## config.mk

```make
export PLATFORM = sky130hd
export DESIGN_NAME = bpsk_demod
export DESIGN_NICKNAME = d
export VERILOG_FILES = /design/src/rtl/bpsk_demod.sv
export SDC_FILE = /design/constraint.sdc
export NUM_CORES = 1
export LEC_CHECK = 0
export CAP_MARGIN = 20
export CORE_UTILIZATION = 55
export CTS_CLUSTER_DIAMETER = 80
export DETAILED_ROUTE_END_ITERATION = 16
export PLACE_DENSITY = 0.78
export REMOVE_ABC_BUFFERS = 1
export SYNTH_ARGS = -nofsm -noshare
export SYNTH_HDL_FRONTEND = slang
export SYNTH_SLANG_ARGS = --single-unit
```

## constraint.sdc

```tcl
create_clock -name clk -period 2.4 [get_ports clk]
set_clock_uncertainty 0.2 [all_clocks]
set_input_delay 0.36 -clock clk [delete_from_list [all_inputs] [get_ports clk]]
set_output_delay 0.36 -clock clk [all_outputs]
set_load 0.02 [all_outputs]
```

## src/rtl/bpsk_demod.sv

```systemverilog
// bpsk_demod
// Recovers bits from a 1-bit BPSK waveform. Each sample is correlated against
// a local square-wave carrier. One bit is decided per symbol. Bits are packed
// LSB-first into a WORD_W-bit word, which is offered on a valid/ready handshake.
//
// Ports:
//   clk          system clock, all logic on posedge
//   rst          asynchronous reset, active low
//   bpsk_in      modulated waveform, sampled every clk
//   frame_start  1-cycle pulse; the next cycle carries sample 0 of bit 0
//   demod_ready  consumer can accept demod_data
//   demod_data   recovered word, bit 0 = first received bit
//   demod_valid  demod_data valid, held until accepted
//   busy         high while a word is being received
//   overrun      sticky, a completed word was dropped (output still occupied)
module bpsk_demod #(
    parameter int WORD_W          = 18,
    parameter int SAMPLES_PER_BIT = 16,
    parameter int CARRIER_DIV     = 4
) (
    input  logic              clk,
    input  logic              rst,
    input  logic              bpsk_in,
    input  logic              frame_start,
    input  logic              demod_ready,
    output logic [WORD_W-1:0] demod_data,
    output logic              demod_valid,
    output logic              busy,
    output logic              overrun
);

    localparam int PH_W  = (CARRIER_DIV > 1) ? $clog2(CARRIER_DIV) : 1;
    localparam int SC_W  = (SAMPLES_PER_BIT > 1) ? $clog2(SAMPLES_PER_BIT) : 1;
    localparam int BC_W  = (WORD_W > 1) ? $clog2(WORD_W) : 1;
    localparam int ACC_W = $clog2(SAMPLES_PER_BIT) + 2;

    localparam logic [0:0] IDLE = 1'b0;
    localparam logic [0:0] RUN  = 1'b1;

    logic [0:0]              state;
    logic [PH_W-1:0]         phase_cnt;
    logic [SC_W-1:0]         sample_cnt;
    logic [BC_W-1:0]         bit_cnt;
    logic signed [ACC_W-1:0] acc;
    logic [WORD_W-1:0]       shreg;
    logic                    done_pend;

    logic                    carrier;
    logic signed [ACC_W-1:0] step;
    logic signed [ACC_W-1:0] acc_next;
    logic                    bit_dec;
    logic                    last_sample;
    logic                    last_bit;
    logic [WORD_W-1:0]       shift_next;

    // Correlation step: +1 when the sample agrees with the local carrier,
    // -1 otherwise. The decision includes the current sample, so it is taken
    // from the updated sum. A zero sum (tie) decodes as 0.
    always_comb begin
        carrier     = (phase_cnt < PH_W'(CARRIER_DIV / 2));
        step        = (bpsk_in == carrier) ? ACC_W'(1) : '1;
        acc_next    = acc + step;
        bit_dec     = !acc_next[ACC_W-1] && (acc_next != '0);
        last_sample = (sample_cnt == SC_W'(SAMPLES_PER_BIT - 1));
        last_bit    = (bit_cnt == BC_W'(WORD_W - 1));
        shift_next  = {bit_dec, shreg[WORD_W-1:1]};
    end

    assign busy = (state == RUN);

    // Output stage and receiver.
    // The completed word stays in shreg for one cycle and is loaded into the
    // output register on the following cycle. shreg is not cleared at
    // frame_start. A new word overwrites every bit of it, and the next shift
    // cannot occur before SAMPLES_PER_BIT cycles later. This makes it safe to
    // start a new frame in the same cycle that the previous word completes.
    // A frame_start is applied last so it overrides the counter updates. The
    // completion flag still survives, so a word finishing in that cycle is
    // delivered.
    always_ff @(posedge clk or negedge rst) begin
        if (!rst) begin
            state       <= IDLE;
            phase_cnt   <= '0;
            sample_cnt  <= '0;
            bit_cnt     <= '0;
            acc         <= '0;
            shreg       <= '0;
            done_pend   <= 1'b0;
            demod_data  <= '0;
            demod_valid <= 1'b0;
            overrun     <= 1'b0;
        end else begin
            done_pend <= 1'b0;

            if (done_pend) begin
                if (!demod_valid || demod_ready) begin
                    demod_data  <= shreg;
                    demod_valid <= 1'b1;
                end else begin
                    overrun <= 1'b1;
                end
            end else if (demod_valid && demod_ready) begin
                demod_valid <= 1'b0;
            end

            if (state == RUN) begin
                phase_cnt  <= (phase_cnt == PH_W'(CARRIER_DIV - 1)) ? '0 : phase_cnt + 1'b1;
                acc        <= acc_next;
                sample_cnt <= sample_cnt + 1'b1;
                if (last_sample) begin
                    shreg      <= shift_next;
                    acc        <= '0;
                    sample_cnt <= '0;
                    bit_cnt    <= bit_cnt + 1'b1;
                    if (last_bit) begin
                        bit_cnt   <= '0;
                        done_pend <= 1'b1;
                        state     <= IDLE;
                    end
                end
            end

            if (frame_start) begin
                state      <= RUN;
                phase_cnt  <= '0;
                sample_cnt <= '0;
                bit_cnt    <= '0;
                acc        <= '0;
            end
        end
    end

endmodule

```

=== Yosys cells after proc, flatten, opt, wreduce, memory -nomap -nowiden ===
Cells that the tools add are included.

* Register bits: 57
* Output and inout bits: 21
* Word-level logic and storage cells: 59

* $add $sub $neg: 4
* Magnitude comparators: 1
* Equality and inequality tests: 5
* Mux-type cells: 24
* Bitwise gates (word level): 1
* Reductions and logical operators: 14

{| class="wikitable"
|+ Operator list
! kind !! count
|-
| 6-bit 2-to-1 mux || 4
|-
| 5-bit 2-to-1 mux || 4
|-
| 4-bit 2-to-1 mux || 3
|-
| 1-bit 2-to-1 mux || 10
|-
| 2-bit AND reduction || 5
|-
| 6-bit adder || 1
|-
| 2-bit 2-to-1 mux || 3
|-
| 2-bit nonzero test || 3
|-
| 6-bit nonzero test || 1
|-
| 5-bit by 1-bit adder with 5-bit output, second input constant || 1
|-
| 5-bit equality test, second input constant || 1
|-
| 4-bit by 1-bit adder with 4-bit output, second input constant || 1
|-
| 4-bit equality test, second input constant || 1
|-
| 2-bit by 1-bit adder with 2-bit output, second input constant || 1
|-
| 2-bit equality test, second input constant || 1
|-
| 1-bit logical AND || 2
|-
| 1-bit zero test || 2
|-
| 2-bit less-than comparator, second input constant || 1
|-
| 2-bit by 1-bit inequality test with 1-bit output, second input constant || 1
|-
| 1-bit equality test || 1
|-
| 1-bit logical OR || 1
|-
| 1-bit inverter || 1
|}

=== Longest topological paths before layout ===
* Depth after elaboration: 7
* Gate-level depth with buffers: 8
* Mapped depth without buffers: 8

=== Worst setup path before layout ===
OpenSTA, ideal clock, no wires.

* Path type: flip-flop to flip-flop
* Start point: register phase_cnt[1]
* End point: register acc[5]
* Arrival time: 1.793 ns
* Required time: 2.079 ns
* Setup slack: 0.286 ns
* Stages on the path, launching flop included: 9
* Cell sequence: dfrtp_1 -> xor2_1 -> inv_1 -> ha_1 -> a21oi_1 -> nand2_1 -> a31oi_1 -> xnor2_1 -> a22o_1

* Cells in the longest elaborated chain, start to end: 7

{| class="wikitable"
|+ RTL lines
! what !! line !! RTL
|-
| from (decl) || 41 || <nowiki>logic [PH_W-1:0] phase_cnt;</nowiki>
|-
| from (signal assigned) || 107 || <nowiki>phase_cnt <= (phase_cnt == PH_W'(CARRIER_DIV - 1)) ? '0 : phase_cnt + 1'b1;</nowiki>
|-
| 2-bit less-than comparator || 60 || <nowiki>carrier = (phase_cnt < PH_W'(CARRIER_DIV / 2));</nowiki>
|-
| 1-bit equality test || 61 || <nowiki>step = (bpsk_in == carrier) ? ACC_W'(1) : '1;</nowiki>
|-
| 6-bit 2-to-1 mux || 61 ||
|-
| 6-bit adder || 62 || <nowiki>acc_next = acc + step;</nowiki>
|-
| 6-bit 2-to-1 mux || 110 || <nowiki>if (last_sample) begin</nowiki>
|-
| 6-bit 2-to-1 mux || 106 || <nowiki>if (state == RUN) begin</nowiki>
|-
| 6-bit 2-to-1 mux || 123 || <nowiki>if (frame_start) begin</nowiki>
|-
| to (signal assigned) || 108 || <nowiki>acc <= acc_next;</nowiki>
|-
| to (decl) || 44 || <nowiki>logic signed [ACC_W-1:0] acc;</nowiki>
|}

Every way passes these cells. The select of a mux whose other input is x is not followed.
A chain may end at the register's enable or synchronous reset.

=== Worst setup path in the final report ===
* Start point: input port bpsk_in
* End point: register shreg[17]

* Cells in the longest elaborated chain, start to end: 5

{| class="wikitable"
|+ RTL lines
! what !! line !! RTL
|-
| from (decl) || 23 || <nowiki>input logic bpsk_in,</nowiki>
|-
| 1-bit equality test * || 61 ||
|-
| 6-bit 2-to-1 mux * || 61 ||
|-
| 6-bit adder * || 62 ||
|-
| 6-bit nonzero test / 1-bit zero test (equally long branches) || 63 || <nowiki>bit_dec = !acc_next[ACC_W-1] && (acc_next != '0);</nowiki>
|-
| 1-bit logical AND * || 63 ||
|-
| to (signal assigned) || 111 || <nowiki>shreg <= shift_next;</nowiki>
|-
| to (decl) || 45 || <nowiki>logic [WORD_W-1:0] shreg;</nowiki>
|}

Mark *: on every way between the ends. The rest lies on a longest branch, timed or not.

==> flow_summary.yaml <==
run_status:
  status: "completed"
clock_tree:
  tritoncts: "yes"
  clockRootBuffer: "clkbuf_8"
  clk_pin_slew_ns: 0.06
  clk_latency_ns: 0.33
  post-cts-setup-buffer-count: 0
  cts_max_level: 3
  clk_path_buf_depth: 2
  cts.sinks: 57
  cts_buffers: 9
floorplanning:
  pin_count: 26
  core_mm2: 0.004144
  start_util_pct: 59.51
  fp-row-count: 23
  die_area_mm2: 0.004755
  fp.dieW_um: 68.96
  die_y_um: 68.96
sta:
  max_freq_mhz: 439.0
  finalCritPeriodShare_pct: 94.91
  period_needed_ns: 2.278
  rsz0062_at_grt: "no"
  setup_viol: 0
  slew_violations: 0
  slew_headroom_pct: 58.77
  hold_violations: 0
  worst_pin_slew_ns: 0.6184
  tns_ns: 0
grt:
  overflow: 0
  grt_max_degree: 32
  antenna_found_initial: 0
  grt_pass1_wl_mm: 7.093
  grt_usage_pct: 21.34
  grt_pass1_vias: 1541
finish:
  diodes: 0
  final_area_mm2: 0.003049
  nets: 245
  area_growth_pct: 23.64
  drive_gt1_share_pct: 27.66
synth:
  yosys.area.top_type_share_pct: 57.84
  avgSynthCellArea_um2: 12.98
  synth.area.top_cells: "dfrtp_1 58%, mux2_2 17%, ha_1 4.6%"
  yosysWarningCount: 0
  seq_area_frac_synth_pct: 57.84
  synthCells: 190
  synth_ff_type: "dfrtp_1"
  yosys-top-cells-count: "57 x dfrtp_1, 37 x mux2_2, 14 x nand2_1"
  synth.distinct_cells: 31
  synth-edff-count: 0
  yosysTopAreaCell: "dfrtp_1"
  synthesis.area_mm2: 0.002466
  synthArstFlopShare_pct: 100.0
  synth_seq_cells: 57
  synth.most_common_cell: "dfrtp_1"
power_and_ir_drop:
  max-vdd-ir-drop_v: 0.0006122
  powerDensity_mw_per_mm2: 781.1
  p_leak_nw: 1.511
  p_seq_share_pct: 43.7
  power_frac_comb_pct: 15.3
  p_int_mw: 1.788
  switching_share_pct: 24.93
  p_switching_uw: 593.8
  p_clk_share_pct: 41.0
routing:
  drt-initial-drc-count: 106
  vias: 1572
  drc: 0
  totalWireLength_mm: 4.321
  wl_per_cell_um: 15.16
  ant_nets: 0
  viasPerCell: 5.516
  drt_first_pass_iters: 4
place:
  gp_congestion: 0.9226
  dpl_cell_area_mm2: 0.002811
  portBuffers: 25
  dp_hpwl_mm: 2.960
worst_setup_path:
  path_cells: "clkdlybuf4s50_1 -> xor2_2 -> buf_4 -> fa_1 -> o21ai_0 -> xor2_1 -> nor3_1 -> o31ai_1"
  cp.required_ns: 2.43
  crit_slowest_cell: "clkdlybuf4s50_1"
  cp_slowest_stage_delay_ns: 0.44
  cp-start-kind: "input pin"
  end_kind: "flip-flop"
  critPathArrivalTime_ns: 2.30
  critPathKind: "in -> reg"
  crit_fanout: 2
job:
  drv_cap: 0
worst_hold_path:
  hp-class: "reg -> reg"
-- per-layer routing --
| metal | vias up | wire, µm | global-route usage (%) |
|---|---|---|---|
| met5 | - | 0 | 0 |
| met4 | 0 | 41 | 8.673 |
| met3 | 9 | 185 | 8.388 |
| met2 | 37 | 2135 | 34.71 |
| met1 | 783 | 1959 | 25.11 |
| li1 | 743 | - | - |
-- registers in the layout (all words and copies together), names as in the netlist, 2 cells and up --
signal	count
demod_data	18
shreg	18
acc	6
bit_cnt	5
sample_cnt	4
phase_cnt	2
-- per-stage QoR --
step           hold slack, ns  power, mW  worst slack [ns]  instances  utilization [%]
6_report               0.2777      2.382            0.1222        285            73.58
5_1_grt                0.3060      2.510           0.02619        285            73.58
4_1_cts                0.2860      2.402            0.1236        285            73.40
3_5_place_dp           0.2055      1.412           -0.2548        268            67.84
3_3_place_gp           0.1886      1.378          -0.09618        268            67.84
2_1_floorplan         -0.1356      1.280            0.2858        185                -
-- cell usage in the layout (no fill, tap or decap), types with 2 or more instances in the layout --
cell	instances
a21o_1	2
a21oi_1	7
a22o_1	3
a31oi_1	2
buf_4	7
bufinv_16	2
clkbuf_8	10
clkdlybuf4s50_1	24
clkinv_2	2
dfrtp_1	57
ha_1	9
inv_1	4
mux2_2	37
nand2_1	14
nand3_1	5
nor2_1	10
nor3_1	4
o21ai_0	7
or3_1	3
xnor2_1	3
xor2_1	5
-- critical path: cells and delay by family --
kind	cells	cell delay, ns
AOI/OAI and AO/OA	2	0.46
adders and majority gates	1	0.39
and+or+nand+nor	1	0.09
buffers and inverters	2	0.59
xor gates and xnor gates	2	0.42
-- logic make-up after synthesis --
family          synth area share (%)
mux                            17.30
simple gates                   8.474
compound gates                 5.632
flops                          57.84
fa+ha+maj                      5.378
xor+xnor                       3.197
buf+inv                        2.181
-- repair_timing --
| item | in CTS | in global routing |
|---|---|---|
| resized for setup | 0 | 2 |
| hold endpoints to repair | 26 | 0 |
| hold buffers | 1 | 0 |
| setup endpoints to repair | 0 | 2 |
-- power groups by stage --
stage          combinational [mW]  sequential, mW  clock, mW
6_report                    0.365            1.04      0.976
3_5_place_dp                0.359            1.05          0
2_1_floorplan               0.234            1.05          0
5_1_grt                     0.416            1.05       1.05
4_1_cts                     0.362            1.04       1.00
3_3_place_gp                0.325            1.05          0
-- path summary, 6_finish.rpt --
kind / to / slack [ns] / from / depth (start not counted)
worst max-delay path: shreg[17]$_DFFE_PN0P_ / 0.12 / bpsk_in / 8
worst min-delay path: demod_valid$_DFFE_PN0P_ / 0.28 / done_pend$_DFF_PN0_ / 2
worst max register to register: shreg[17]$_DFFE_PN0P_ / 0.14 / phase_cnt[1]$_DFFE_PN0P_ / 7
worst min register to register: demod_valid$_DFFE_PN0P_ / 0.28 / done_pend$_DFF_PN0_ / 2
max in group asynchronous: bit_cnt[2]$_DFFE_PN0P_ / 1.04 / rst / 3
min in group asynchronous: demod_data[2]$_DFFE_PN0P_ / 0.39 / rst / 2
-- area by class of cell --
type                       instances  area [µm²]
sequential                        57        1426
inverter                           5       18.77
tap                               50       62.56
clock buffer                      11       141.4
fill                             291        1095
clock inverter                     5       78.83
timing repair buffer              34       327.8
multi-input combinational        123       993.5
Power figures use the tool's default switching activity.
